`config.mk`:
```
export PLATFORM = sky130hd
export DESIGN_NAME = round_recorder_flat
export DESIGN_NICKNAME = d
export VERILOG_FILES = /design/src/rtl/round_recorder_pkg.sv /design/src/rtl/round_recorder_if.sv /design/src/rtl/round_recorder_tally.sv /design/src/rtl/round_recorder.sv /design/src/flat_wrapper.sv
export SDC_FILE = /design/constraint.sdc
export NUM_CORES = 1
export LEC_CHECK = 0
export BUFFER_PORTS_ARGS = -buffer_cell sky130_fd_sc_hd__buf_2
export CAP_MARGIN = 20
export CORE_ASPECT_RATIO = 0.75
export CORE_MARGIN = 8
export CORE_UTILIZATION = 40
export CTS_CLUSTER_SIZE = 10
export DETAILED_ROUTE_END_ITERATION = 12
export HOLD_SLACK_MARGIN = 0.02
export PLACE_DENSITY = 0.77
export RECOVER_POWER = 25
export SLEW_MARGIN = 20
export SYNTH_ARGS = -nofsm -noshare
export SYNTH_HDL_FRONTEND = slang
export SYNTH_HIERARCHICAL = 1
export SYNTH_SLANG_ARGS = --single-unit
```
`constraint.sdc`:
```
create_clock -name Clock -period 1.65 [get_ports Clock]
set_input_delay 0.33 -clock Clock [delete_from_list [all_inputs] [get_ports Clock]]
set_output_delay 0.33 -clock Clock [all_outputs]
set_load 0.01 [all_outputs]
```
`src/rtl/round_recorder_pkg.sv`:
```
// Shared definitions for the round recorder: FSM encodings, default match length,
// and the 2-bit per-round result codes read by the winner-decision logic.
package round_recorder_pkg;

    localparam int ROUNDS_DEF = 5;
    localparam int CNT_W_DEF  = 3;

    typedef enum logic [1:0] {
        ST_IDLE    = 2'd0,
        ST_COLLECT = 2'd1,
        ST_DONE    = 2'd2
    } state_e;

    localparam logic [1:0] RES_P1     = 2'b01;
    localparam logic [1:0] RES_P2     = 2'b10;
    localparam logic [1:0] RES_SHARED = 2'b11;

    // Low bit of the pair is player 1, high bit is player 2.
    function automatic logic [1:0] result_code(input logic p1, input logic p2);
        return {p2, p1};
    endfunction

endpackage

```
`src/rtl/round_recorder_if.sv`:
```
// Handshake and result bus between the game controller (master) and the
// round recorder (slave).
interface round_recorder_if #(
    parameter int ROUNDS = round_recorder_pkg::ROUNDS_DEF,
    parameter int CNT_W  = round_recorder_pkg::CNT_W_DEF
);
    logic                  In_start;
    logic                  In_valid;
    logic                  In_p1;
    logic                  In_p2;
    logic                  Out_ready;
    logic [2*ROUNDS-1:0]   Out_cr;
    logic [CNT_W-1:0]      Out_round;
    logic                  Out_done;

    modport master (
        output In_start, In_valid, In_p1, In_p2,
        input  Out_ready, Out_cr, Out_round, Out_done
    );

    modport slave (
        input  In_start, In_valid, In_p1, In_p2,
        output Out_ready, Out_cr, Out_round, Out_done
    );
endinterface

```
`src/rtl/round_recorder_tally.sv`:
```
// round_tally: running per-player round counts and the "match already decided"
// compare. Only instantiated when EARLY_DECIDE_EN is defined.
module round_tally #(
    parameter int ROUNDS = 5,
    parameter int CNT_W  = 3
) (
    input  logic             clk,
    input  logic             rst_n,
    input  logic             clear_i,
    input  logic             accept_i,
    input  logic             p1_i,
    input  logic             p2_i,
    input  logic [CNT_W-1:0] round_next_i,
    output logic             decide_o
);
    localparam logic [CNT_W-1:0] ROUNDS_C = CNT_W'(ROUNDS);

    logic [CNT_W-1:0] p1_q, p1_d, p2_q, p2_d;
    logic [CNT_W-1:0] p1_nx_s, p2_nx_s, lead_s, remain_s;

    assign p1_nx_s  = p1_q + {{(CNT_W-1){1'b0}}, p1_i};
    assign p2_nx_s  = p2_q + {{(CNT_W-1){1'b0}}, p2_i};
    assign lead_s   = (p1_nx_s >= p2_nx_s) ? (p1_nx_s - p2_nx_s) : (p2_nx_s - p1_nx_s);
    assign remain_s = ROUNDS_C - round_next_i;
    // Decided as if the current result is accepted; the caller gates it with accept.
    assign decide_o = (lead_s > remain_s);

    // Next tally values.
    always_comb begin
        p1_d = p1_q;
        p2_d = p2_q;
        if (clear_i) begin
            p1_d = '0;
            p2_d = '0;
        end else if (accept_i) begin
            p1_d = p1_nx_s;
            p2_d = p2_nx_s;
        end else begin
            p1_d = p1_q;
            p2_d = p2_q;
        end
    end

    // Tally registers.
    always_ff @(posedge clk or negedge rst_n) begin
        if (!rst_n) begin
            p1_q <= '0;
            p2_q <= '0;
        end else begin
            p1_q <= p1_d;
            p2_q <= p2_d;
        end
    end
endmodule

```
`src/rtl/round_recorder.sv`:
```
// round_recorder: collects one result per round into the match vector Out_cr.
// Optional EARLY_DECIDE_EN ends the match once the lead cannot be overturned.
module round_recorder
    import round_recorder_pkg::*;
#(
    parameter int ROUNDS = ROUNDS_DEF,
    parameter int CNT_W  = CNT_W_DEF
) (
    input  logic            Clock,
    input  logic            Reset_n,
    round_recorder_if.slave bus
);
    localparam logic [CNT_W-1:0] LAST_C = CNT_W'(ROUNDS);

    state_e              state_q, state_d;
    logic [2*ROUNDS-1:0] cr_q, cr_d;
    logic [CNT_W-1:0]    round_q, round_d, round_inc_s;
    logic                done_q, done_d;
    logic                ready_s, accept_s, decide_s;

    assign ready_s     = (state_q == ST_COLLECT);
    assign round_inc_s = round_q + CNT_W'(1);

`ifdef EARLY_DECIDE_EN
    round_tally #(
        .ROUNDS (ROUNDS),
        .CNT_W  (CNT_W)
    ) u_tally (
        .clk          (Clock),
        .rst_n        (Reset_n),
        .clear_i      (bus.In_start),
        .accept_i     (accept_s),
        .p1_i         (bus.In_p1),
        .p2_i         (bus.In_p2),
        .round_next_i (round_inc_s),
        .decide_o     (decide_s)
    );
`else
    assign decide_s = 1'b0;
`endif

    // Next-state and vector update; In_start outranks any same-cycle result.
    always_comb begin
        state_d  = state_q;
        cr_d     = cr_q;
        round_d  = round_q;
        done_d   = done_q;
        accept_s = 1'b0;
        if (bus.In_start) begin
            state_d = ST_COLLECT;
            cr_d    = '0;
            round_d = '0;
            done_d  = 1'b0;
        end else begin
            case (state_q)
                ST_COLLECT: begin
                    if (bus.In_valid) begin
                        accept_s = 1'b1;
                        for (int k = 0; k < ROUNDS; k++) begin
                            if (round_q == CNT_W'(k)) begin
                                cr_d[2*k +: 2] = result_code(bus.In_p1, bus.In_p2);
                            end else begin
                                cr_d[2*k +: 2] = cr_q[2*k +: 2];
                            end
                        end
                        round_d = round_inc_s;
                        if ((round_inc_s == LAST_C) || decide_s) begin
                            state_d = ST_DONE;
                            done_d  = 1'b1;
                        end else begin
                            state_d = ST_COLLECT;
                            done_d  = 1'b0;
                        end
                    end else begin
                        state_d = ST_COLLECT;
                    end
                end
                ST_IDLE, ST_DONE: begin
                    state_d = state_q;
                end
                default: begin
                    state_d = ST_IDLE;
                    cr_d    = '0;
                    round_d = '0;
                    done_d  = 1'b0;
                end
            endcase
        end
    end

    // State and output registers.
    always_ff @(posedge Clock or negedge Reset_n) begin
        if (!Reset_n) begin
            state_q <= ST_IDLE;
            cr_q    <= '0;
            round_q <= '0;
            done_q  <= 1'b0;
        end else begin
            state_q <= state_d;
            cr_q    <= cr_d;
            round_q <= round_d;
            done_q  <= done_d;
        end
    end

    assign bus.Out_ready = ready_s;
    assign bus.Out_cr    = cr_q;
    assign bus.Out_round = round_q;
    assign bus.Out_done  = done_q;
endmodule

```
`src/flat_wrapper.sv`:
```
// flat-port wrapper written by rule: the top's interface ports become plain ports
module round_recorder_flat import round_recorder_pkg::*;
#(
    parameter int ROUNDS = ROUNDS_DEF,
    parameter int CNT_W  = CNT_W_DEF
)
  (Clock, Reset_n, bus_In_start, bus_In_valid, bus_In_p1, bus_In_p2, bus_Out_ready, bus_Out_cr, bus_Out_round, bus_Out_done);
  round_recorder_if #(.ROUNDS(ROUNDS), .CNT_W(CNT_W)) bus_i ();
  input  logic Clock;
  input  logic Reset_n;
  input wire logic [$bits(bus_i.In_start)-1:0] bus_In_start;
  input wire logic [$bits(bus_i.In_valid)-1:0] bus_In_valid;
  input wire logic [$bits(bus_i.In_p1)-1:0] bus_In_p1;
  input wire logic [$bits(bus_i.In_p2)-1:0] bus_In_p2;
  output wire logic [$bits(bus_i.Out_ready)-1:0] bus_Out_ready;
  output wire logic [$bits(bus_i.Out_cr)-1:0] bus_Out_cr;
  output wire logic [$bits(bus_i.Out_round)-1:0] bus_Out_round;
  output wire logic [$bits(bus_i.Out_done)-1:0] bus_Out_done;
  assign bus_i.In_start = bus_In_start;
  assign bus_i.In_valid = bus_In_valid;
  assign bus_i.In_p1 = bus_In_p1;
  assign bus_i.In_p2 = bus_In_p2;
  assign bus_Out_ready = bus_i.Out_ready;
  assign bus_Out_cr = bus_i.Out_cr;
  assign bus_Out_round = bus_i.Out_round;
  assign bus_Out_done = bus_i.Out_done;
  round_recorder #(.ROUNDS(ROUNDS), .CNT_W(CNT_W)) u_core (.Clock(Clock), .Reset_n(Reset_n), .bus(bus_i));
endmodule
```
==> results of run 1 <==
## state kept, by name, indices dropped and copies added (netlist names)
name,flops
u_core/state_q,2
u_core/bus.Out_round,3
u_core/bus.Out_cr,10
u_core/bus.Out_done,1
## synth_stat cells
master	count
o21ai_0	3
nand4b_1	1
nand3b_1	1
and2_4	2
a21o_1	2
a32o_2	2
a21oi_1	5
a22o_1	8
nor2b_1	3
inv_1	3
nor4bb_4	1
ha_1	5
or3_1	3
buf_4	3
buf_6	1
a41oi_1	1
a31oi_1	4
inv_2	1
nand2_1	4
dfrtp_1	16
nor2_1	2
## how the worst min path moves through the flow
stage	start	end	slack [ns]	cells past startpoint
2_1_floorplan	Reset_n	u_core/bus.Out_cr[0]	0.03	0
3_5_place_dp	Reset_n	u_core/bus.Out_cr[4]	0.26	1
3_3_place_gp	Reset_n	u_core/bus.Out_cr[6]	0.26	1
4_1_cts	bus_In_start	u_core/bus.Out_round[2]	0.32	2
5_1_grt	bus_In_start	u_core/bus.Out_done	0.31	2
6_report	bus_In_start	u_core/state_q[1]	0.32	2
## kinds of logic (layout without fill, tap and decap cells)
logic type | Yosys count | in the layout
AND/OR/NAND/NOR | 17 | 17
AO/OA/AOI/OAI | 25 | 25
adder cells (fa/ha/maj) | 5 | 5
flip-flops | 16 | 16
buffers and inverters | 8 | 31
## worst max-delay path, cell delays in order, from the launching register on
cell      delay [ns]
dfrtp_1         0.39
ha_2            0.21
ha_4            0.21
nand3b_1        0.18
or3_4           0.40
a21oi_2         0.14
## report_power, final
part           switching (mW)  internal [mW]
combinational          0.0706         0.0557
sequential            0.00883          0.404
clock                   0.117         0.0850
## repair_timing
item                                    in CTS  in global routing
setup buffers                                0                  0
resized for setup                            0                  8
hold buffers                                 1                  0
endpoints found under the setup margin       0                  5
endpoints found under the hold margin       16                  0
## layer usage
metal	wire length (µm)	track usage [%]
met1	867	13.88
met3	184	5.433
met4	38	6.102
met5	0	0
met2	888	17.73
## cell type report
cell class                      instances  share of cell area, %
Clock buffer                            3                  2.244
Inverter                                4                  1.496
Timing Repair Buffer                   24                  13.09
Multi-Input combinational cell         47                  40.15
Sequential cell                        16                  40.03
Tap cell                               24                  2.993
## metrics by stage
| step | instances | util (%) | worst slack, ns | hold WS (ns) | power (mW) |
|---|---|---|---|---|---|
| floorplan | 71 | - | 0.04632 | 0.03441 | 0.4909 |
| global placement | 114 | 47.45 | 0.1138 | 0.2564 | 0.5308 |
| detailed placement | 114 | 47.45 | 0.06047 | 0.2631 | 0.5354 |
| CTS | 118 | 49.11 | 0.03820 | 0.3190 | 0.7400 |
| global route | 118 | 51.15 | 0.006796 | 0.3143 | 0.7871 |
| finish | 118 | 51.15 | 0.04727 | 0.3240 | 0.7414 |
## cells in the final DEF (no fill, tap or decap), types with 3 or more instances in the layout
master | netlist | routed
o21ai_0 | 3 | 3
inv_1 | 3 | 3
clkbuf_4 | 0 | 3
nor2b_1 | 3 | 3
a21oi_1 | 5 | 3
a22o_1 | 8 | 8
dfrtp_1 | 16 | 15
buf_2 | 0 | 19
a31oi_1 | 4 | 4
buf_4 | 3 | 3
nand2_1 | 4 | 4
==> impl_metrics.csv, run 1 <==
group,metric,value,unit
run_status,outcome,"finished, final reports clean",
synthesis,yosysSeqAreaShare,49.31,%
synthesis,synth_xor_area_share,0,%
worst_setup_path,cp-start-kind,"flip-flop",
global_route,grt_pass1_wl,3153,µm
worst_setup_path,r2r_slack,0.05,ns
synthesis,yosys.area.top_type_share,49.31,%
worst_setup_path,r2r-start,"u_core/bus.Out_round[0]",
detailed_routing,first_pass_iters,4,
detailed_routing,vias,669,
worst_setup_path,path_max_fanout,2,
die,core_area,0.001962,mm²
die,dieWidth,68.03,µm
synthesis,yosys.area_share.simple,14.64,%
job,cap_violations,0,
cts,cts.sinks,16,
synthesis,ys_warn_count,6,
detailed_routing,drt-initial-drc-count,32,
detailed_routing,drc,0,
detailed_routing,postRouteAntennaNets,0,
global_route,grt_pass1_vias,661,
placed_design,dpl_cell_area,930.9,µm²
cells_and_area,area_delta_synth_final,23.57,%
cells_and_area,diodes,0,
timing,relSlewSlack,42.07,%
cts,root_buffer,"clkbuf_4",
timing,finClkSkew,0.001724,ns
synthesis,synth.area.top_cells,"dfrtp_1 49%, a22o_1 8.6%, ha_1 7.7%",
global_route,grt_max_degree,17,
cells_and_area,multi_input_area,402.9,µm²
timing,hold_violations,0,
cts,cts_tree,"yes",
worst_setup_path,endpoint,"u_core/bus.Out_done",
global_route,grt_antenna_before_repair,0,
die,ios,21,
cts,clk_pin_slew,0.08,ns
cells_and_area,n_fill_cell,179,
placed_design,dp_hpwl,1431,µm
synthesis,synth_compound_area_share,22.34,%
cts,htree_levels,1,
cells_and_area,nNetsFinal,107,
synthesis,synth_top_cell_by_area,"dfrtp_1",
synthesis,synthAdderAreaFrac,7.704,%
detailed_routing,route.detailed.wl_per_inst,16.77,µm
timing,drv_slew,0,
global_route,grt_overflow,0,
timing,max_freq,623.9,MHz
worst_hold_path,hp-class,"in2reg",
synthesis,avgSynthCellArea,11.44,µm²
worst_setup_path,startpoint,"u_core/bus.Out_round[0]",
cells_and_area,drive_gt1_share,40.43,%
worst_setup_path,arrival,1.83,ns
worst_setup_path,critPathKind,"reg2reg",
timing,setup_tns,0,ns
cts,numCtsBuffers,3,
die,initial_core_util,41.39,%
synthesis,ys_types,21,
synthesis,ys_ff_latch,16,
timing,rsz0062_at_grt,"false",
cts,cts_max_path_buffers,2,
worst_setup_path,rr_worst_depth,5,
die,die_h,55.02,µm
pwr,p_per_area,738.8,mW/mm²
worst_setup_path,cp.required,1.87,ns
synthesis,syn_nets,82,
die,fp-row-count,14,
detailed_routing,viasPerCell,5.669,
pwr,peakVddDrop,0.4524,mV
cts,clk_latency,0.29,ns
timing,setup_viol,0,
synthesis,synthMuxAreaShare,0,%
pwr,p_leak,0.5062,nW
cells_and_area,regArea,401.6,µm²
placed_design,port_buffers,20,
timing,fin_crit,1.603,ns
synthesis,netlist_area,812.0,µm²
placed_design,place.gp.congestion,0.8428,
detailed_routing,drt_wl_total,1979,µm
global_route,grt.total_usage,11.74,%
synthesis,synth_cells,71,
timing,tightest_slew,0.8690,ns
cells_and_area,stdcell_area,0.001003,mm²
worst_setup_path,reg2reg_to,"u_core/bus.Out_done",
die,die_area,0.003743,mm²
synthesis,synth_top_family_by_area,"compound AO/OA/AOI/OAI gates",
worst_setup_path,end_kind,"flip-flop",
timing,min_period_over_period,97.14,%
No activity file was read; power rests on OpenSTA's default activity.
==> run 2, diff against run 1 <==
--- a/config.mk
+++ b/config.mk
@@ -5,6 +5,7 @@
 export SDC_FILE = /design/constraint.sdc
 export NUM_CORES = 1
 export LEC_CHECK = 0
+export ABC_AREA = 1
 export BUFFER_PORTS_ARGS = -buffer_cell sky130_fd_sc_hd__buf_2
 export CAP_MARGIN = 20
 export CORE_ASPECT_RATIO = 0.75
@@ -13,7 +14,7 @@
 export CTS_CLUSTER_SIZE = 10
 export DETAILED_ROUTE_END_ITERATION = 12
 export HOLD_SLACK_MARGIN = 0.02
-export PLACE_DENSITY = 0.77
+export PLACE_DENSITY = 0.76
 export RECOVER_POWER = 25
 export SLEW_MARGIN = 20
 export SYNTH_ARGS = -nofsm -noshare
==> run 2 against run 1 <==
Maximum frequency grew 8.3%. Sequential share of layout area grew 0.64 points. Critical path depth shrank 3. Utilization shrank 1.4 points. Sequential cell count is the same. Total power grew 26%. Clock skew grew 0.0044 ns. Clock power grew 28%. Worst setup slack gained 0.12 ns. Non-clock buffer count shrank 3. Global-route usage shrank 1.3 points.
==> impl_metrics.csv, run 2 <==
group,metric,value,unit
synthesis,yosys-top-cells-count,"36 x nand2_1, 21 x nand3_1, 16 x dfrtp_1, 6 x inv_1, 5 x ha_1",
timing,setup_viol,0,
die,core_area,0.001979,mm²
worst_setup_path,reg2reg_to,"u_core/bus.Out_done",
cells_and_area,nNetsFinal,136,
synthesis,avgSynthCellArea,8.151,µm²
worst_setup_path,rr_worst_depth,5,
cts,postCtsSetupBuffers,0,
cts,clk_pin_slew,0.10,ns
timing,hold_violations,0,
cells_and_area,area_delta_synth_final,19.60,%
timing,min_period_over_period,89.73,%
cells_and_area,drive_gt1_share,25.00,%
timing,rsz0062_at_grt,"false",
timing,finClkSkew,0.006150,ns
detailed_routing,wl_met2,788,µm
synthesis,ys_warn_count,6,
job,cap_violations,0,
cells_and_area,fin_util,49.75,%
global_route,grt_pass1_wl,3229,µm
worst_setup_path,cp.required,1.32,ns
timing,tightest_slew,0.8384,ns
synthesis,netlist_area,823.3,µm²
synthesis,synth.most_common_cell,"nand2_1",
detailed_routing,highest_layer,"met3",
synthesis,syn_nets,112,
synthesis,synth-async-reset-ratio,100.0,%
detailed_routing,dr_wl_met3,172,µm
synthesis,yosys.area.top_type_share,48.63,%
cts,numCtsBuffers,3,
detailed_routing,wirelength_met1,864,µm
cts,cts_max_path_buffers,2,
global_route,grt_overflow,0,
synthesis,yosysSeqAreaShare,48.63,%
worst_hold_path,min_delay_path_depth,3,
timing,fin_crit,1.481,ns
detailed_routing,route.detailed.wl_per_inst,12.32,µm
placed_design,dp_hpwl,1456,µm
detailed_routing,drt_wl_total,1824,µm
global_route,grt_antenna_before_repair,0,
detailed_routing,drt-initial-drc-count,28,
worst_setup_path,arrival,1.15,ns
worst_setup_path,critPathKind,"reg2out",
worst_hold_path,holdPathEnd,"u_core/bus.Out_round[1]",
timing,setup_tns,0,ns
pwr,p_per_area,947.7,mW/mm²
global_route,grt_pass1_vias,710,
worst_setup_path,r2r_slack,0.33,ns
placed_design,port_buffers,20,
worst_setup_path,r2r-start,"u_core/bus.Out_round[0]",
synthesis,synth_cells,101,
worst_setup_path,end_kind,"output port",
worst_hold_path,hp-start,"bus_In_valid",
cts,root_buffer,"clkbuf_4",
worst_setup_path,cp-start-kind,"flip-flop",
timing,max_freq,675.4,MHz
run_status,outcome,"finished, final reports clean",
cts,cts.sinks,16,
die,die_area,0.003781,mm²
detailed_routing,first_pass_iters,4,
cells_and_area,diodes,0,
timing,relSlewSlack,44.11,%
synthesis,synth_top_flop_cell,"dfrtp_1",
die,die_h,55.29,µm
die,initial_core_util,41.59,%
cells_and_area,largest_register_ffs,10,
synthesis,synth.area.top_cells,"dfrtp_1 49%, nand2_1 16%, nand3_1 13%",
cts,cts_tree,"yes",
global_route,grt_max_degree,17,
global_route,grt.total_usage,10.48,%
cts,clk_latency,0.29,ns
pwr,peakVddDrop,0.4880,mV
die,fp-row-count,14,
worst_setup_path,path_max_fanout,11,
cells_and_area,n_fill_cell,191,
cts,htree_levels,1,
synthesis,ys_types,13,
placed_design,place.gp.congestion,0.8225,
timing,timing.hold.ws,0.3253,ns
detailed_routing,drc,0,
synthesis,synth_edf_count,0,
die,dieWidth,68.39,µm
detailed_routing,postRouteAntennaNets,0,
synthesis,synth_top_cell_by_area,"dfrtp_1",
pwr,p_leak,0.5725,nW
cells_and_area,final_common_cell,"nand2_1",
detailed_routing,viasPerCell,4.919,
timing,drv_slew,0,
synthesis,ys_ff_latch,16,
worst_hold_path,hp-class,"in2reg",
die,ios,21,
cells_and_area,final_cell_mix,"36 x nand2_1, 21 x nand3_1, 19 x buf_2",
detailed_routing,vias,728,
run 2: cell types whose count changed after synthesis, moves of 4 or more:
cell / previous run / this run
nand2_1: 4 / 36
a31oi_1: 4 / 0
o21ai_1: 0 / 4
a22o_1: 8 / 0
nor2_2: 0 / 4
a21oi_1: 5 / 0
nand3_1: 0 / 21
run 2: layer usage:
| layer | GRT usage [%] | vias up |
|---|---|---|
| met5 | 0 | - |
| met4 | 1.749 | 0 |
| met3 | 5.030 | 0 |
| met2 | 14.83 | 23 |
| met1 | 14.12 | 333 |
| li1 | - | 372 |
run 2: layout make-up:
cell class | instances | area (µm²) | share of cell area [%]
multi-input cells | 75 | 379.1 | 38.50
repair buffers | 21 | 108.9 | 11.05
flip-flops and latches | 16 | 400.4 | 40.66
inverters | 8 | 30.03 | 3.050
clock buffers | 4 | 36.28 | 3.685
well taps | 24 | 30.03 | 3.050
run 2: metrics by stage:
stage                     setup WS (ns)  power (mW)  area, µm²  cells
after CTS                       0.02102      0.9486      980.9    148
after floorplan                  0.3925      0.5991      823.3    101
after detailed placement         0.2902      0.6827      934.6    143
after global placement           0.3370      0.6765      934.6    143
after global routing            0.09072      0.9998      984.7    148
final                            0.1695      0.9332      984.7    148
run 2: timing repair:
action / CTS / global route
resized for setup: 0 / 1
hold endpoints to repair: 16 / 0
endpoints found under the setup margin: 0 / 1
hold buffers: 1 / 0
run 2: logic make-up (layout without fill, tap and decap cells):
group / count (synthesis) / after routing / share of synthesized area (%)
buffers and inverters: 10 / 33 / 5.927
adders and majority gates: 5 / 5 / 7.599
AOI/OAI and AO/OA: 5 / 5 / 3.496
DFF: 16 / 16 / 48.63
and+or+nand+nor: 65 / 65 / 34.35
run 2: critical path, stage by stage (launching register included):
cell	delay, ns
dfrtp_1	0.42
nor2_4	0.25
buf_2	0.19
run 2: worst max path at each step:
stage,from,endpoint,slack (ns),cells past startpoint
floorplan,u_core/bus.Out_round[0],u_core/state_q[0],0.39,4
global placement,u_core/state_q[1],u_core/bus.Out_cr[6],0.34,5
detailed placement,u_core/state_q[1],u_core/bus.Out_cr[3],0.29,5
CTS,u_core/state_q[1],bus_Out_ready,0.02,2
global route,u_core/state_q[1],bus_Out_ready,0.09,2
finish,u_core/state_q[1],bus_Out_ready,0.17,2
run 2: report_power, final:
part / switching, mW / internal [mW] / leakage [nW]
Sequential: 0.0265 / 0.436 / 0.208
Clock: 0.125 / 0.134 / 0.0210
Combinational: 0.133 / 0.0795 / 0.344
